--- config.mk ---
export PLATFORM = sky130hd
export DESIGN_NAME = video_in_capture
export DESIGN_NICKNAME = d
export VERILOG_FILES = /design/src/rtl/video_in_capture.sv
export SDC_FILE = /design/constraint.sdc
export NUM_CORES = 1
export LEC_CHECK = 0
export ABC_AREA = 0
export CAP_MARGIN = 20
export CORE_ASPECT_RATIO = 1.2
export CORE_MARGIN = 2
export CORE_UTILIZATION = 40
export DETAILED_ROUTE_END_ITERATION = 8
export SYNTH_ARGS = -nofsm -noshare
export SYNTH_HDL_FRONTEND = slang
export SYNTH_SLANG_ARGS = --single-unit
--- constraint.sdc ---
create_clock -name clk -period 4.7 [get_ports clk]
set_input_delay 1.41 -clock clk [delete_from_list [all_inputs] [get_ports clk]]
set_output_delay 1.41 -clock clk [all_outputs]
set_load 0.05 [all_outputs]
--- src/rtl/video_in_capture.sv ---
// Video input capture: samples a slow, asynchronous parallel camera bus on
// the falling edge of its pixel clock, checks the frame geometry against
// P_WIDTH x P_HEIGHT and packs four pixels into each 32-bit FIFO word.
module video_in_capture #(
  parameter int P_WIDTH  = 640,
  parameter int P_HEIGHT = 480
) (
  input  logic        clk,
  input  logic        nRST,
  input  logic        clk_in,
  input  logic [7:0]  pixel_in,
  input  logic        frame_valid,
  input  logic        line_valid,
  output logic [31:0] w_data,
  output logic        w_en,
  input  logic        fifo_full,
  output logic        frame_start,
  output logic        frame_done,
  output logic        frame_err,
  output logic        overflow
);

  localparam logic [9:0] WIDTH_C  = 10'(P_WIDTH);
  localparam logic [9:0] HEIGHT_C = 10'(P_HEIGHT);

  typedef enum logic [1:0] {
    IDLE   = 2'd0,
    ACTIVE = 2'd1,
    DROP   = 2'd2
  } state_t;

  state_t     state_q, state_d;

  // clk_in synchroniser (p0, p1) and edge history (p2)
  logic       clk_in_p0, clk_in_p1, clk_in_p2;
  logic       se;

  logic [9:0] col_q, col_d;
  logic [9:0] line_q, line_d;
  logic [1:0] pack_q, pack_d;
  logic       fv_prev_q, lv_prev_q;
  // Set by the first sample after reset, so a frame already running at
  // reset exit never looks like a fresh frame_valid rising edge.
  logic       primed_q;

  logic       start_d, done_d, err_d;
  logic       lane_we, word_done, ovf_clr;
  // A completed word waits one cycle here before being offered to the FIFO
  logic       vld_p1;

  // Falling edge of the synchronised pixel clock; the bus is stable by then
  assign se   = clk_in_p2 & ~clk_in_p1;
  assign w_en = vld_p1 & ~fifo_full;

  // Pixel clock synchroniser and history flop
  always_ff @(posedge clk or negedge nRST) begin
    if (!nRST) begin
      clk_in_p0 <= 1'b0;
      clk_in_p1 <= 1'b0;
      clk_in_p2 <= 1'b0;
    end else begin
      clk_in_p0 <= clk_in;
      clk_in_p1 <= clk_in_p0;
      clk_in_p2 <= clk_in_p1;
    end
  end

  // Frame/line FSM: next state, counters and event pulses, decided only on SE
  always_comb begin
    state_d   = state_q;
    col_d     = col_q;
    line_d    = line_q;
    pack_d    = pack_q;
    start_d   = 1'b0;
    done_d    = 1'b0;
    err_d     = 1'b0;
    lane_we   = 1'b0;
    word_done = 1'b0;
    ovf_clr   = 1'b0;
    if (se) begin
      case (state_q)
        IDLE: begin
          if (frame_valid && !fv_prev_q && primed_q) begin
            state_d = ACTIVE;
            start_d = 1'b1;
            col_d   = 10'd0;
            line_d  = 10'd0;
            pack_d  = 2'd0;
            ovf_clr = 1'b1;
          end
        end
        ACTIVE: begin
          if (!frame_valid) begin
            // End of frame: complete only with every line seen and the
            // last line already closed before frame_valid dropped.
            state_d = IDLE;
            if (line_q == HEIGHT_C && !lv_prev_q) begin
              done_d = 1'b1;
            end else begin
              err_d = 1'b1;
            end
          end else if (line_valid) begin
            if ((!lv_prev_q && line_q == HEIGHT_C) || col_q == WIDTH_C) begin
              // extra line, or line longer than P_WIDTH
              state_d = DROP;
              err_d   = 1'b1;
            end else begin
              lane_we   = 1'b1;
              col_d     = col_q + 10'd1;
              pack_d    = pack_q + 2'd1;
              word_done = (pack_q == 2'd3);
            end
          end else if (lv_prev_q) begin
            if (col_q == WIDTH_C) begin
              col_d  = 10'd0;
              line_d = line_q + 10'd1;
            end else begin
              state_d = DROP;
              err_d   = 1'b1;
            end
          end
        end
        DROP: begin
          if (!frame_valid) begin
            state_d = IDLE;
          end
        end
        default: state_d = IDLE;
      endcase
    end
  end

  // FSM state, counters, input history, pulses and sticky overflow
  always_ff @(posedge clk or negedge nRST) begin
    if (!nRST) begin
      state_q     <= IDLE;
      col_q       <= 10'd0;
      line_q      <= 10'd0;
      pack_q      <= 2'd0;
      fv_prev_q   <= 1'b0;
      lv_prev_q   <= 1'b0;
      primed_q    <= 1'b0;
      frame_start <= 1'b0;
      frame_done  <= 1'b0;
      frame_err   <= 1'b0;
      vld_p1      <= 1'b0;
      overflow    <= 1'b0;
    end else begin
      state_q     <= state_d;
      col_q       <= col_d;
      line_q      <= line_d;
      pack_q      <= pack_d;
      frame_start <= start_d;
      frame_done  <= done_d;
      frame_err   <= err_d;
      vld_p1      <= word_done;
      if (se) begin
        fv_prev_q <= frame_valid;
        lv_prev_q <= line_valid;
        primed_q  <= 1'b1;
      end
      if (ovf_clr) begin
        overflow <= 1'b0;
      end else if (vld_p1 && fifo_full) begin
        overflow <= 1'b1;
      end
    end
  end

  // Pixel packing: each accepted pixel lands in byte lane pack_q
  always_ff @(posedge clk or negedge nRST) begin
    if (!nRST) begin
      w_data <= 32'd0;
    end else if (lane_we) begin
      w_data[{pack_q, 3'b000} +: 8] <= pixel_in;
    end
  end

endmodule

Word level (Yosys, flattened, before mapping)
Index checks and enable logic that the tools add are counted.
- register bits: 67
- latch bits: 0
- bits in writable memories: 0
- bits in read-only memories: 0
- input port bits: 14
- output and inout bits: 37
- memories: 0
- add/sub/neg operators: 4
- multiply operators: 0
- div/mod/pow operators: 0
- order comparisons: 0
- eq/ne operators: 19
- shift-type cells: 2
- muxes and demuxes: 53
- bitwise logic cells: 4
- reductions and logical operators: 14
- operators by type and width (operator ; count):
    $mux W10 ; 10
    $pmux W10 S2 ; 2
    $bwmux W32 ; 1
    $shift A8 B7 Y32 const A ; 1
    $shiftx A8 B7 Y32 ; 1
    $mux W1 ; 27
    $mux W2 ; 11
    $add A10 B1 Y10 const B ; 2
    $ne A2 B2 Y1 const B ; 8
    $reduce_and A7 Y1 ; 2
    $ne A4 B4 Y1 const B ; 3
    $reduce_and A6 Y1 ; 2
    $eq A10 B10 Y1 const B ; 1
    $eq A10 B9 Y1 const B ; 1
    $ne A3 B3 Y1 const B ; 3
    $neg A5 Y7 ; 1
    $pmux W2 S3 ; 1
    $eq A2 B2 Y1 const B ; 2
    $logic_and A1 B1 Y1 ; 4
    $pmux W2 S2 ; 1
    $reduce_bool A2 Y1 ; 2
    $add A2 B1 Y2 const B ; 1
    $and A1 B1 Y1 ; 2
    $eq A2 B1 Y1 const B ; 1
    4 further kinds ; 6

Logic depth before layout (Yosys ltp)
Gate-level depths: netlist of run 1.
- depth in word-level cells: 8
- depth in mapped cells: 9
- gate-level depth less buffers: 7

Worst setup path before layout of run 1
No wires, ideal clock.
- kind: input to output
- from: input port fifo_full
- to: output port w_en
- arrival: 2.099 ns
- path slack: 1.191 ns
- stages: 1
- path buffers: 0
- path through: nor2b_1
- word-level cells in the longest chain between the ends: 2
- ends and longest elaborated chain (element ; line ; text):
    start, declared ; 16 ; input logic fifo_full,
    $not A1 Y1 ; 53 ; assign w_en = vld_p1 & ~fifo_full;
    $and A1 B1 Y1 ; 53 ;
    end, declared ; 15 ; output logic w_en,
No other way between the ends.

Final worst setup path of run 1
Same ends and word-level chain as after synthesis.

==> results of run 1 <==
## sequential cells by signal (all words and copies together) (netlist names)
| register | flops |
|---|---|
| clk_in_p0 | 1 |
| clk_in_p1 | 1 |
| clk_in_p2 | 1 |
| col_q | 10 |
| frame_done | 1 |
| frame_err | 1 |
| frame_start | 1 |
| fv_prev_q | 1 |
| line_q | 10 |
| lv_prev_q | 1 |
| overflow | 1 |
| pack_q | 2 |
| primed_q | 1 |
| state_q | 2 |
| vld_p1 | 1 |
| w_data | 32 |
## Yosys cell counts (4+ instances only)
master | count | area share [%]
o21ai_0 | 5 | 0.78
nand4_2 | 4 | 1.6
o21ai_1 | 36 | 5.6
nand2_1 | 90 | 11
nor2_1 | 14 | 1.6
clkbuf_1 | 4 | 0.47
buf_4 | 4 | 0.94
nand4_1 | 6 | 1.2
inv_1 | 12 | 1.4
nor3_1 | 9 | 1.4
nand3_1 | 6 | 0.94
o22a_1 | 5 | 1.4
ha_1 | 9 | 3.5
nor3b_1 | 6 | 1.4
nand2b_1 | 4 | 0.78
xnor2_1 | 5 | 1.4
a21oi_1 | 6 | 0.94
nor2b_1 | 6 | 1.2
dfrtp_1 | 67 | 52
## layer usage
metal | track usage (%) | vias up
li1 | - | 1274
met1 | 22.5 | 1214
met2 | 29.6 | 45
met3 | 3.31 | 8
met4 | 6.84 | 0
met5 | 0 | -
## layout make-up
type,instances,area share [%]
flip-flops and latches,67,42.5
multi-input cells,247,35.8
clock inverters,3,1.01
clock buffers,11,3.58
well taps,92,2.92
repair buffers,52,12.9
inverters,13,1.24
## logic make-up after synthesis
| logic type | after synthesis |
|---|---|
| flops | 67 |
| buf+inv | 22 |
| xor+xnor | 5 |
| fa+ha+maj | 9 |
| compound gates | 67 |
| simple gates | 163 |
| mux | 3 |
## path summary, 6_finish.rpt
kind	slack, ns	cells after the start	end	startpoint
setup / recovery	0.54	3	w_en	fifo_full
hold / removal	0.35	0	clk_in_p1	clk_in_p0
setup reg to reg	2.11	7	frame_err	line_q[0]
hold reg to reg	0.35	0	clk_in_p1	clk_in_p0
max in group asynchronous	2.69	2	lv_prev_q	nRST
min in group asynchronous	1.03	1	w_data[26]	nRST
## stage by stage
| step | utilization, % | std cells | setup WS, ns |
|---|---|---|---|
| after floorplan | - | 336 | 1.19 |
| after global placement | 48.8 | 471 | 0.546 |
| after detailed placement | 48.8 | 471 | 0.532 |
| after CTS | 51.2 | 485 | 0.536 |
| after global routing | 51.2 | 485 | 0.473 |
| final | 51.2 | 485 | 0.542 |
## worst max-delay path, delay by kind of cell
kind          cells  cell delay (ns)
simple gates      1             0.12
buf+inv           2             1.21
## where the power goes
part,internal [mW],switching (mW)
sequential,0.650,0.0704
clock,0.252,0.209
combinational,0.190,0.360
total,1.09,0.640
==> impl_results.md, run 1 <==
* Placed Area at ~0.0038 sq mm
* CP max FO at 2
* Top sig layer: met4
* Slew HR at a little under two fifths
* Hold WS at roughly 0.35 ns
* Worst-Skew Late Latency at around 0.34 ns
* Leakage power at 1.61 nW
* GRT Resource Usage Total at around 18%
* Final Max Slew Viols at 0
* # fillers at roughly 760
* Std-Cell Rows at 35
* Max Buffers Root-to-Sink at 2
* Slowest CP cell: clkdlybuf4s50_1
* Most common cell after layout, fill and taps aside: nand2_1
* Finished Cell Area at slightly below 0.004 sq mm
* Critical path cell sequence: clkdlybuf4s50_1, nor2b_1, clkdlybuf4s50_1
* Synth Register Bits at 67
* Mean Syn Cell Area at 9.51 sq um
* Synth Warn # at 0
* Post-Synth Adder-Cell Area at roughly 3.5%
* DRT Pass-1 Iters at 4
* DR vias/cell at ~5.2
* Cts hold-fix bufs at 0
* Layout cells sized above 1 at ~7.6%
* Post-cts sizing count at 0
* Antenna-violating nets left at 0
* Clock sink count at 67
* Met3 routed WL at 259 microns
* Commonest cells after routing, fill and taps aside: nand2_1 (90), dfrtp_1 (67), clkdlybuf4s50_1 (49), o21ai_1 (36), nor2_1 (14)
* WL met2 at about 3400 microns
* Fin. Hold Viols at 0
* Cell mode on critical path: clkdlybuf4s50_1
* Initial Util at around two fifths
* Result of the run: complete, no violations
* M1 WL at between 3000 and 4000 microns
* Synth cell types at 50
* Main combinational cell family by area after synthesis: simple AND/OR/NAND/NOR gates
* Post-Synthesis Cells at 336
* Largest net degree at the start of global routing at 46
* GR Overflow Total at 0
* Port Buffers at 50
* CTS Buf Count at 9
* Setup Viol. Count Final at 0
* Sequential area share after synthesis at between 50% and 60%
* Core Footprint at 0.00771 sq mm
* CP arrival at ~2.8 ns
* Die area at 0.00872 sq mm
* Final clock skew at between 0.007 and 0.008 ns
* Max VDD drop at 0.262 mV
* Die Height at slightly above 100 microns
* Fin nets at 413
* Post-CTS Setup Repair Bufs at 0
* Critical Path RT at approximately 3.3 ns
* H-tree levels at 3
* Power Density at 439 mW/mm^2
* Post-Syn Nets at ~360
* Vias at 2541
* CP max stage delay at approximately 0.80 ns
* RSZ-0062 raised after global routing: false
* First-pass GRT wire length at between 10000 and 15000 microns
* Peak Freq at ~240 MHz
* Worst setup EP type: primary output
* Mux contribution to synthesized area at 1.14%
* Synth-to-layout area growth at 23.5%
* Overall Power at between 1.5 and 2 mW
* Cell area after synthesis at between 0.003 and 0.004 sq mm
* Max-cap viol count at 0
* Multi-input logic area at approximately 0.0014 sq mm
* Initial antenna violation count at 0
* Root Buffer: clkbuf_8
* Setup TNS at 0 ns
* CTS tree: yes
* Synth Area in XOR/XNOR at approximately 1.4%
* Antenna Cells at 0
* CP Launch Type: input pin
* FF/Latch Area at 0.00168 sq mm
* Initial DRC Count at just under 80
* Synth async-reset ratio at between 90% and 100%
* Total Wirelength at about 7000 microns
* Compound-Gate Fraction of Synth Area at between 10% and 20%
* Final Wtd Congestion at between 0.8 and 0.9
* Fin crit share at 88.5%
* DPL Wire Length at between 5000 and 6000 microns
* Slew @ Worst Pin at 0.943 ns
* Io pins at between 50 and 60
* Routed wire length per instance at around 15 microns
* Hold WC Path Type: register to register
* Post-Synth Simple-Gate Area at approximately 25%
* Final min period at roughly 4.2 ns
* Clock Pin Slew Worst Setup and Hold Paths at ~0.07 ns
* Critical path type: input pin to primary output
* Number of synthesized flops with an enable pin at 0
* Die X at 85.6 microns
* Post-synth top flop: dfrtp_1
* Number of global-route vias before repair at roughly 2.5k
* Detailed-route DRC error count at 0
Note: power is estimated with default switching activity, not from simulation.
==> run 2, diff against run 1 <==
--- a/config.mk
+++ b/config.mk
@@ -9,8 +9,9 @@
 export CAP_MARGIN = 20
 export CORE_ASPECT_RATIO = 1.2
 export CORE_MARGIN = 2
-export CORE_UTILIZATION = 40
+export CORE_UTILIZATION = 55
 export DETAILED_ROUTE_END_ITERATION = 8
+export PLACE_DENSITY = 0.82
 export SYNTH_ARGS = -nofsm -noshare
 export SYNTH_HDL_FRONTEND = slang
 export SYNTH_SLANG_ARGS = --single-unit
==> constraint.sdc (replaced) <==
create_clock -name clk -period 4.7 [get_ports clk]
set_input_delay 0.47 -clock clk [delete_from_list [all_inputs] [get_ports clk]]
set_output_delay 0.47 -clock clk [all_outputs]
set_load 0.05 [all_outputs]
==> run 2 against run 1 <==
Against the previous run: critical path depth rose by 4; critical endpoint is now col_q[0]; hold slack worse by 0.25 ns; clock skew is 0.0032 ns higher; maximum frequency increased by 56%; clock-buffer cell count grew 1; routed wire length rose by 2.5%; global-route usage increased by 7.2 points; core utilization rose by 19 points; non-clock buffer count unchanged; flip-flop and latch count is the same; die area fell by 26%; worst setup slack gained 1.5 ns.
==> impl_results.md, run 2 (same netlist as run 1, synthesis figures left out) <==
* Initial DRC Count at 226 (was 77)
* Worst setup EP type: register (was primary output)
* Routed wire length per instance at 15.7 microns (was 14.5 microns)
* RR Endpoint: col_q[0] (was frame_err)
* Result of the run: complete, no violations (unchanged)
* Final clock skew at 0.0103 ns (was 0.00711 ns)
* Most common cell after layout, fill and taps aside: nand2_1 (unchanged)
* Register-to-Register Path Depth at 7 (unchanged)
* Reg-to-reg setup timing slack at 2.04 ns (was 2.11 ns)
* Max-cap viol count at 0 (unchanged)
* Largest register by flop count: w_data (unchanged)
* Die X at 73.6 microns (was 85.6 microns)
* Max VDD drop at 0.306 mV (was 0.262 mV)
* Largest regs: w_data x32, col_q x10, line_q x10 (unchanged)
* Worst-Skew Late Latency at 0.36 ns (was 0.34 ns)
* Number of global-route vias before repair at 2560 (was 2476)
* Antenna-violating nets left at 0 (unchanged)
* Slew HR at 42.2% (was 37.0%)
* Final Max Slew Viols at 0 (unchanged)
* Dpl cells at 443 (was 471)
* Slowest CP cell: or4_1 (was clkdlybuf4s50_1)
* Fin. Hold Viols at 0 (unchanged)
* Slew @ Worst Pin at 0.865 ns (was 0.943 ns)
* Io pins at 51 (unchanged)
* Die Height at 87.5 microns (was 102 microns)
* Antenna Cells at 0 (unchanged)
* Fin crit share at 56.6% (was 88.5%)
* CP Launch Type: register (was input pin)
* CTS Buf Count at 9 (unchanged)
* Peak Freq at 376 MHz (was 240 MHz)
* Port Buffers at 50 (unchanged)
* Cts hold-fix bufs at 0 (unchanged)
* DRT Pass-1 Iters at 5 (was 4)
* H-tree levels at 3 (unchanged)
* Setup Viol. Count Final at 0 (unchanged)
* Clock Pin Slew Worst Setup and Hold Paths at 0.07 ns (about the same)
* Root Buffer: clkbuf_8 (unchanged)
* First-pass GRT wire length at 12100 microns (about the same)
* Setup TNS at 0 ns (unchanged)
* Non-Filler Instances at 459 (was 485)
* Layout cells sized above 1 at 8.10% (was 7.63%)
* Synth-to-layout area growth at 23.8% (was 23.5%)
* Total Wirelength at 7230 microns (was 7050 microns)
* Clock sink count at 67 (unchanged)
* Finished Cell Area at 0.00395 sq mm (about the same)
* Vias at 2649 (was 2541)
* Core Footprint at 0.00563 sq mm (was 0.00771 sq mm)
* Hold WS at 0.0976 ns (was 0.349 ns)
* Fin nets at 413 (unchanged)
* CP max stage delay at 0.67 ns (was 0.80 ns)
* Commonest cells after routing, fill and taps aside: nand2_1 (90), dfrtp_1 (67), clkdlybuf4s50_1 (49), o21ai_1 (36), nor2_1 (14) (unchanged)
* CTS tree: yes (unchanged)
* Initial Util at 56.7% (was 41.4%)
* GR Overflow Total at 0 (unchanged)
* Std-Cell Rows at 30 (was 35)
* Max Buffers Root-to-Sink at 2 (unchanged)
* Final min period at 2.66 ns (was 4.16 ns)
* Final Wtd Congestion at 0.905 (was 0.818)
* RSZ-0062 raised after global routing: false (unchanged)
* CP arrival at 2.95 ns (was 2.75 ns)
* Critical path type: register to register (was input pin to primary output)
* # fillers at 428 (was 755)
* Placed Area at 0.00373 sq mm (was 0.00376 sq mm)
* Worst reg2reg path startpoint: line_q[0] (unchanged)
* DR vias/cell at 5.77 (was 5.24)
* Die area at 0.00644 sq mm (was 0.00872 sq mm)
* Critical Path RT at 4.99 ns (was 3.29 ns)
* Critical path cell sequence: inv_1, ha_1, or4b_1, or4_1, and2_4, o21ai_4, mux2_2 (was clkdlybuf4s50_1, nor2b_1, clkdlybuf4s50_1)
* GRT Resource Usage Total at 24.8% (was 17.6%)
* Overall Power at 1.83 mW (was 1.73 mW)
* Leakage power at 1.63 nW (was 1.61 nW)
* Post-CTS Setup Repair Bufs at 0 (unchanged)
* Post-cts sizing count at 0 (unchanged)
* Power Density at 463 mW/mm^2 (was 439 mW/mm^2)
* CP max FO at 11 (was 2)
* Largest register FFs at 32 (unchanged)
* Largest net degree at the start of global routing at 44 (was 46)
* Initial antenna violation count at 0 (unchanged)
* DPL Wire Length at 5020 microns (was 5040 microns)
* Hold WC Path Type: input pin to async pin (was register to register)
* Detailed-route DRC error count at 0 (unchanged)
-- run 2: cell count changes in the layout (fill, tap and decap cells not counted) --
cell	change
clkinv_2	-1
bufinv_16	+1
buf_4	-1
buf_2	+1
clkinvlp_4	+1
clkbuf_8	+1
-- run 2: worst max-delay path by stage --
stage                      to  depth (start not counted)        start  slack, ns
floorplan            col_q[0]                          7    line_q[0]       2.54
global placement     col_q[5]                          5  frame_valid       1.99
detailed placement   col_q[5]                          5  frame_valid       1.93
CTS                 frame_err                          7    line_q[0]       2.05
global route         col_q[2]                          7    line_q[0]       1.90
finish               col_q[0]                          7    line_q[0]       2.04
-- run 2: area by class of cell --
type	instances	area (sq um)	share of cell area, %
Clock buffer	12	155	3.92
Clock inverter	4	72.6	1.84
Inverter	13	48.8	1.23
Multi-Input combinational cell	247	1410	35.7
Sequential cell	67	1680	42.4
Tap cell	64	80.1	2.03
Timing Repair Buffer	52	508	12.8
-- run 2: where the power goes --
group	total, mW	internal, mW	switching [mW]	leakage (nW)
logic	0.557	0.191	0.366	0.615
registers	0.720	0.649	0.0705	0.905
clock network	0.556	0.327	0.229	0.113
-- run 2: worst max-delay path, delay by kind of cell (launching register included) --
family / cells / cell delay [ns]
AOI/OAI and AO/OA: 1 / 0.28
buffers and inverters: 1 / 0.09
adders and majority gates: 1 / 0.17
muxes: 1 / 0.21
DFF: 1 / 0.44
and+or+nand+nor: 3 / 1.43
-- run 2: metal layers --
metal / share of wire (%) / routed length [microns] / track usage, %
met3: 5.7 / 410 / 6.83
met2: 50 / 3590 / 40.2
met1: 41 / 3000 / 30.6
met4: 3.2 / 231 / 11.2
met5: 0 / 0 / 0
-- run 2: per-stage QoR --
stage / utilization (%) / setup WS, ns
after floorplan: - / 2.54
after global placement: 66.1 / 1.99
after detailed placement: 66.2 / 1.93
after CTS: 70.2 / 2.05
after global routing: 70.2 / 1.90
final: 70.2 / 2.04
==> run 3, diff against run 2 <==
--- a/config.mk
+++ b/config.mk
@@ -9,9 +9,9 @@
 export CAP_MARGIN = 20
 export CORE_ASPECT_RATIO = 1.2
 export CORE_MARGIN = 2
-export CORE_UTILIZATION = 55
+export CORE_UTILIZATION = 48
 export DETAILED_ROUTE_END_ITERATION = 8
-export PLACE_DENSITY = 0.82
+export PLACE_DENSITY = 0.76
 export SYNTH_ARGS = -nofsm -noshare
 export SYNTH_HDL_FRONTEND = slang
 export SYNTH_SLANG_ARGS = --single-unit
==> constraint.sdc (replaced) <==
create_clock -name clk -period 2.2 [get_ports clk]
set_input_delay 0.22 -clock clk [delete_from_list [all_inputs] [get_ports clk]]
set_output_delay 0.22 -clock clk [all_outputs]
set_load 0.05 [all_outputs]
==> run 3 against run 2 <==
Against the previous run: the run now ends with setup timing left; critical path type unchanged; cell area rose by 8.5%; clock skew barely moved; total power rose by 110%; die area rose by 14%; global-route usage fell by 3.6 points; sequential share of layout area fell by 3.3 points; first-iteration DRC count fell by 52%; cell count rose by 11%; largest cell class unchanged; core utilization fell by 3.7 points; clock-buffer cell count did not move.
==> impl_results.md, run 3 (same netlist as run 1, synthesis figures left out) <==
* Result of the run: complete, but fails checks (was complete, no violations)
* Failing checks: setup timing
* First-pass GRT wire length at 12100 microns (about the same)
* Total Wirelength at 7250 microns (was 7230 microns)
* Setup Viol. Count Final at 1 (was 0)
* Detailed-route DRC error count at 0 (unchanged)
* CP max FO at 5 (was 11)
* Hold WS at 0.316 ns (was 0.0976 ns)
* Max-cap viol count at 0 (unchanged)
* Final clock skew at 0.00981 ns (was 0.0103 ns)
* Die Height at 93.4 microns (was 87.5 microns)
* Setup TNS at -0.000446 ns (was 0 ns)
* Final core area utilization at 66.5% (was 70.2%)
* Worst reg2reg path startpoint: line_q[0] (unchanged)
* CTS tree: yes (unchanged)
* CP Launch Type: register (unchanged)
* GR Overflow Total at 0 (unchanged)
* Antenna-violating nets left at 0 (unchanged)
* RSZ-0062 raised after global routing: true (was false)
* Fin nets at 443 (was 413)
* DRT Pass-1 Iters at 4 (was 5)
* Placed Area at 0.00399 sq mm (was 0.00373 sq mm)
* Worst setup EP type: register (unchanged)
* DPL Wire Length at 5250 microns (was 5020 microns)
* Max Buffers Root-to-Sink at 2 (unchanged)
* Port Buffers at 50 (unchanged)
* Clock sink count at 67 (unchanged)
* Finished Cell Area at 0.00429 sq mm (was 0.00395 sq mm)
* CP max stage delay at 0.46 ns (was 0.67 ns)
* CTS Buf Count at 9 (unchanged)
* Hold WC Path Type: input pin to register (was input pin to async pin)
* Worst Setup SP: line_q[0] (unchanged)
* Die X at 78.5 microns (was 73.6 microns)
* Layout cells sized above 1 at 15.3% (was 8.10%)
* CP arrival at 2.46 ns (was 2.95 ns)
* Min-delay src: clk_in
* Slew @ Worst Pin at 0.620 ns (was 0.865 ns)
* Final Wtd Congestion at 0.857 (was 0.905)
* Largest net degree at the start of global routing at 42 (was 44)
* Slowest CP cell: or4_4 (was or4_1)
* Synth-to-layout area growth at 34.3% (was 23.8%)
* Largest register by flop count: w_data (unchanged)
* Final Max Slew Viols at 0 (unchanged)
* Worst-Skew Late Latency at 0.34 ns (was 0.36 ns)
* Largest regs: w_data x32, col_q x10, line_q x10 (unchanged)
* Max VDD drop at 0.496 mV (was 0.306 mV)
* GRT Resource Usage Total at 21.2% (was 24.8%)
* Commonest cells after routing, fill and taps aside: nand2_1 (90), dfrtp_1 (67), clkdlybuf4s50_1 (49), o21ai_1 (36), buf_4 (28) (was nand2_1 (90), dfrtp_1 (67), clkdlybuf4s50_1 (49), o21ai_1 (36), nor2_1 (14))
* Root Buffer: clkbuf_8 (unchanged)
* Final min period at 2.20 ns (was 2.66 ns)
* Io pins at 51 (unchanged)
* Die area at 0.00733 sq mm (was 0.00644 sq mm)
* Power Density at 915 mW/mm^2 (was 463 mW/mm^2)
* Core Footprint at 0.00645 sq mm (was 0.00563 sq mm)
* Critical path cell sequence: inv_1, ha_1, or4b_1, or4_4, and2_4, mux2_4, a211oi_2 (was inv_1, ha_1, or4b_1, or4_1, and2_4, o21ai_4, mux2_2)
* Final setup margin at -0.000446 ns (was 2.04 ns)
* Antenna Cells at 0 (unchanged)
* Fin. Hold Viols at 0 (unchanged)
* Fin crit share at 100% (was 56.6%)
* Critical path type: register to register (unchanged)
* Largest register FFs at 32 (unchanged)
* Initial DRC Count at 109 (was 226)
* Most common cell after layout, fill and taps aside: nand2_1 (unchanged)
* Vias at 2710 (was 2649)
* Critical Path RT at 2.46 ns (was 4.99 ns)
* DR vias/cell at 5.31 (was 5.77)
* Slew HR at 58.7% (was 42.2%)
* Peak Freq at 454 MHz (was 376 MHz)
* Std-Cell Rows at 32 (was 30)
* Clock Pin Slew Worst Setup and Hold Paths at 0.07 ns (about the same)
* Reg-to-reg setup timing slack at -0.0004 ns (was 2.04 ns)
* Routed wire length per instance at 14.2 microns (was 15.7 microns)
* H-tree levels at 3 (unchanged)
* Dpl cells at 492 (was 443)
* Initial antenna violation count at 0 (unchanged)
* Non-Filler Instances at 510 (was 459)
* Number of global-route vias before repair at 2614 (was 2560)
* Leakage power at 1.77 nW (was 1.63 nW)
* Initial Util at 49.6% (was 56.7%)
==> run 3: cell count changes in the layout (fill, tap and decap cells not counted), sizes merged <==
| cell | delta |
|---|---|
| buf | +28 |
| bufinv | -1 |
| clkinv | +1 |
| dlygate4sd3 | +1 |
| o21ai | +1 |
==> run 3: per-stage QoR <==
| stage | setup WS [ns] | total power, mW |
|---|---|---|
| floorplan | 0.0369 | 2.36 |
| global placement | -0.00781 | 2.85 |
| detailed placement | -0.0720 | 2.89 |
| CTS | 0.00432 | 3.89 |
| global route | -0.0886 | 4.17 |
| finish | -0.000446 | 3.93 |
==> run 3: worst max-delay path, delay by kind of cell (launching register included) <==
| kind | cells | cell delay, ns |
|---|---|---|
| flops | 1 | 0.38 |
| compound gates | 1 | 0.21 |
| fa+ha+maj | 1 | 0.12 |
| buf+inv | 1 | 0.06 |
| simple gates | 3 | 1.09 |
| mux | 1 | 0.27 |
==> run 3: worst paths after layout <==
check	cells after the start	end
max	7	frame_err
min	1	clk_in_p0
max reg2reg	7	frame_err
min reg2reg	0	clk_in_p1
max in group asynchronous	3	w_data[16]
min in group asynchronous	2	w_data[14]
==> run 3: where the power goes <==
part           leakage [nW]  switching, mW  total (mW)  internal, mW
Combinational         0.779          0.874        1.43         0.560
Sequential            0.905          0.132        1.52          1.39
Clock                0.0906          0.448       0.972         0.525
Total                  1.77           1.45        3.93          2.47
==> run 3: per-layer routing <==
| layer | up-vias | wire (microns) | global-route usage [%] |
|---|---|---|---|
| li1 | 1339 | - | - |
| met1 | 1281 | 3030 | 25.6 |
| met2 | 79 | 3770 | 37.4 |
| met4 | 0 | 106 | 7.31 |
| met5 | - | 0 | 0 |
| met3 | 11 | 338 | 4.54 |
==> run 3: final cells by class <==
class,count,area (sq um)
fill,500,2160
sequential,67,1680
multi-input combinational,248,1520
timing repair buffer,81,756
clock buffer,12,135
tap,85,106
clock inverter,4,51.3
inverter,13,48.8
==> run 3: what timing repair did <==
action | 4_1_cts | 5_1_grt
cloned | 0 | 1
setup buffers | 0 | 0
endpoints found under the setup margin | 20 | 40
gates resized for setup | 5 | 8
hold buffers | 1 | 0
pin swaps | 1 | 2
endpoints found under the hold margin | 26 | 0
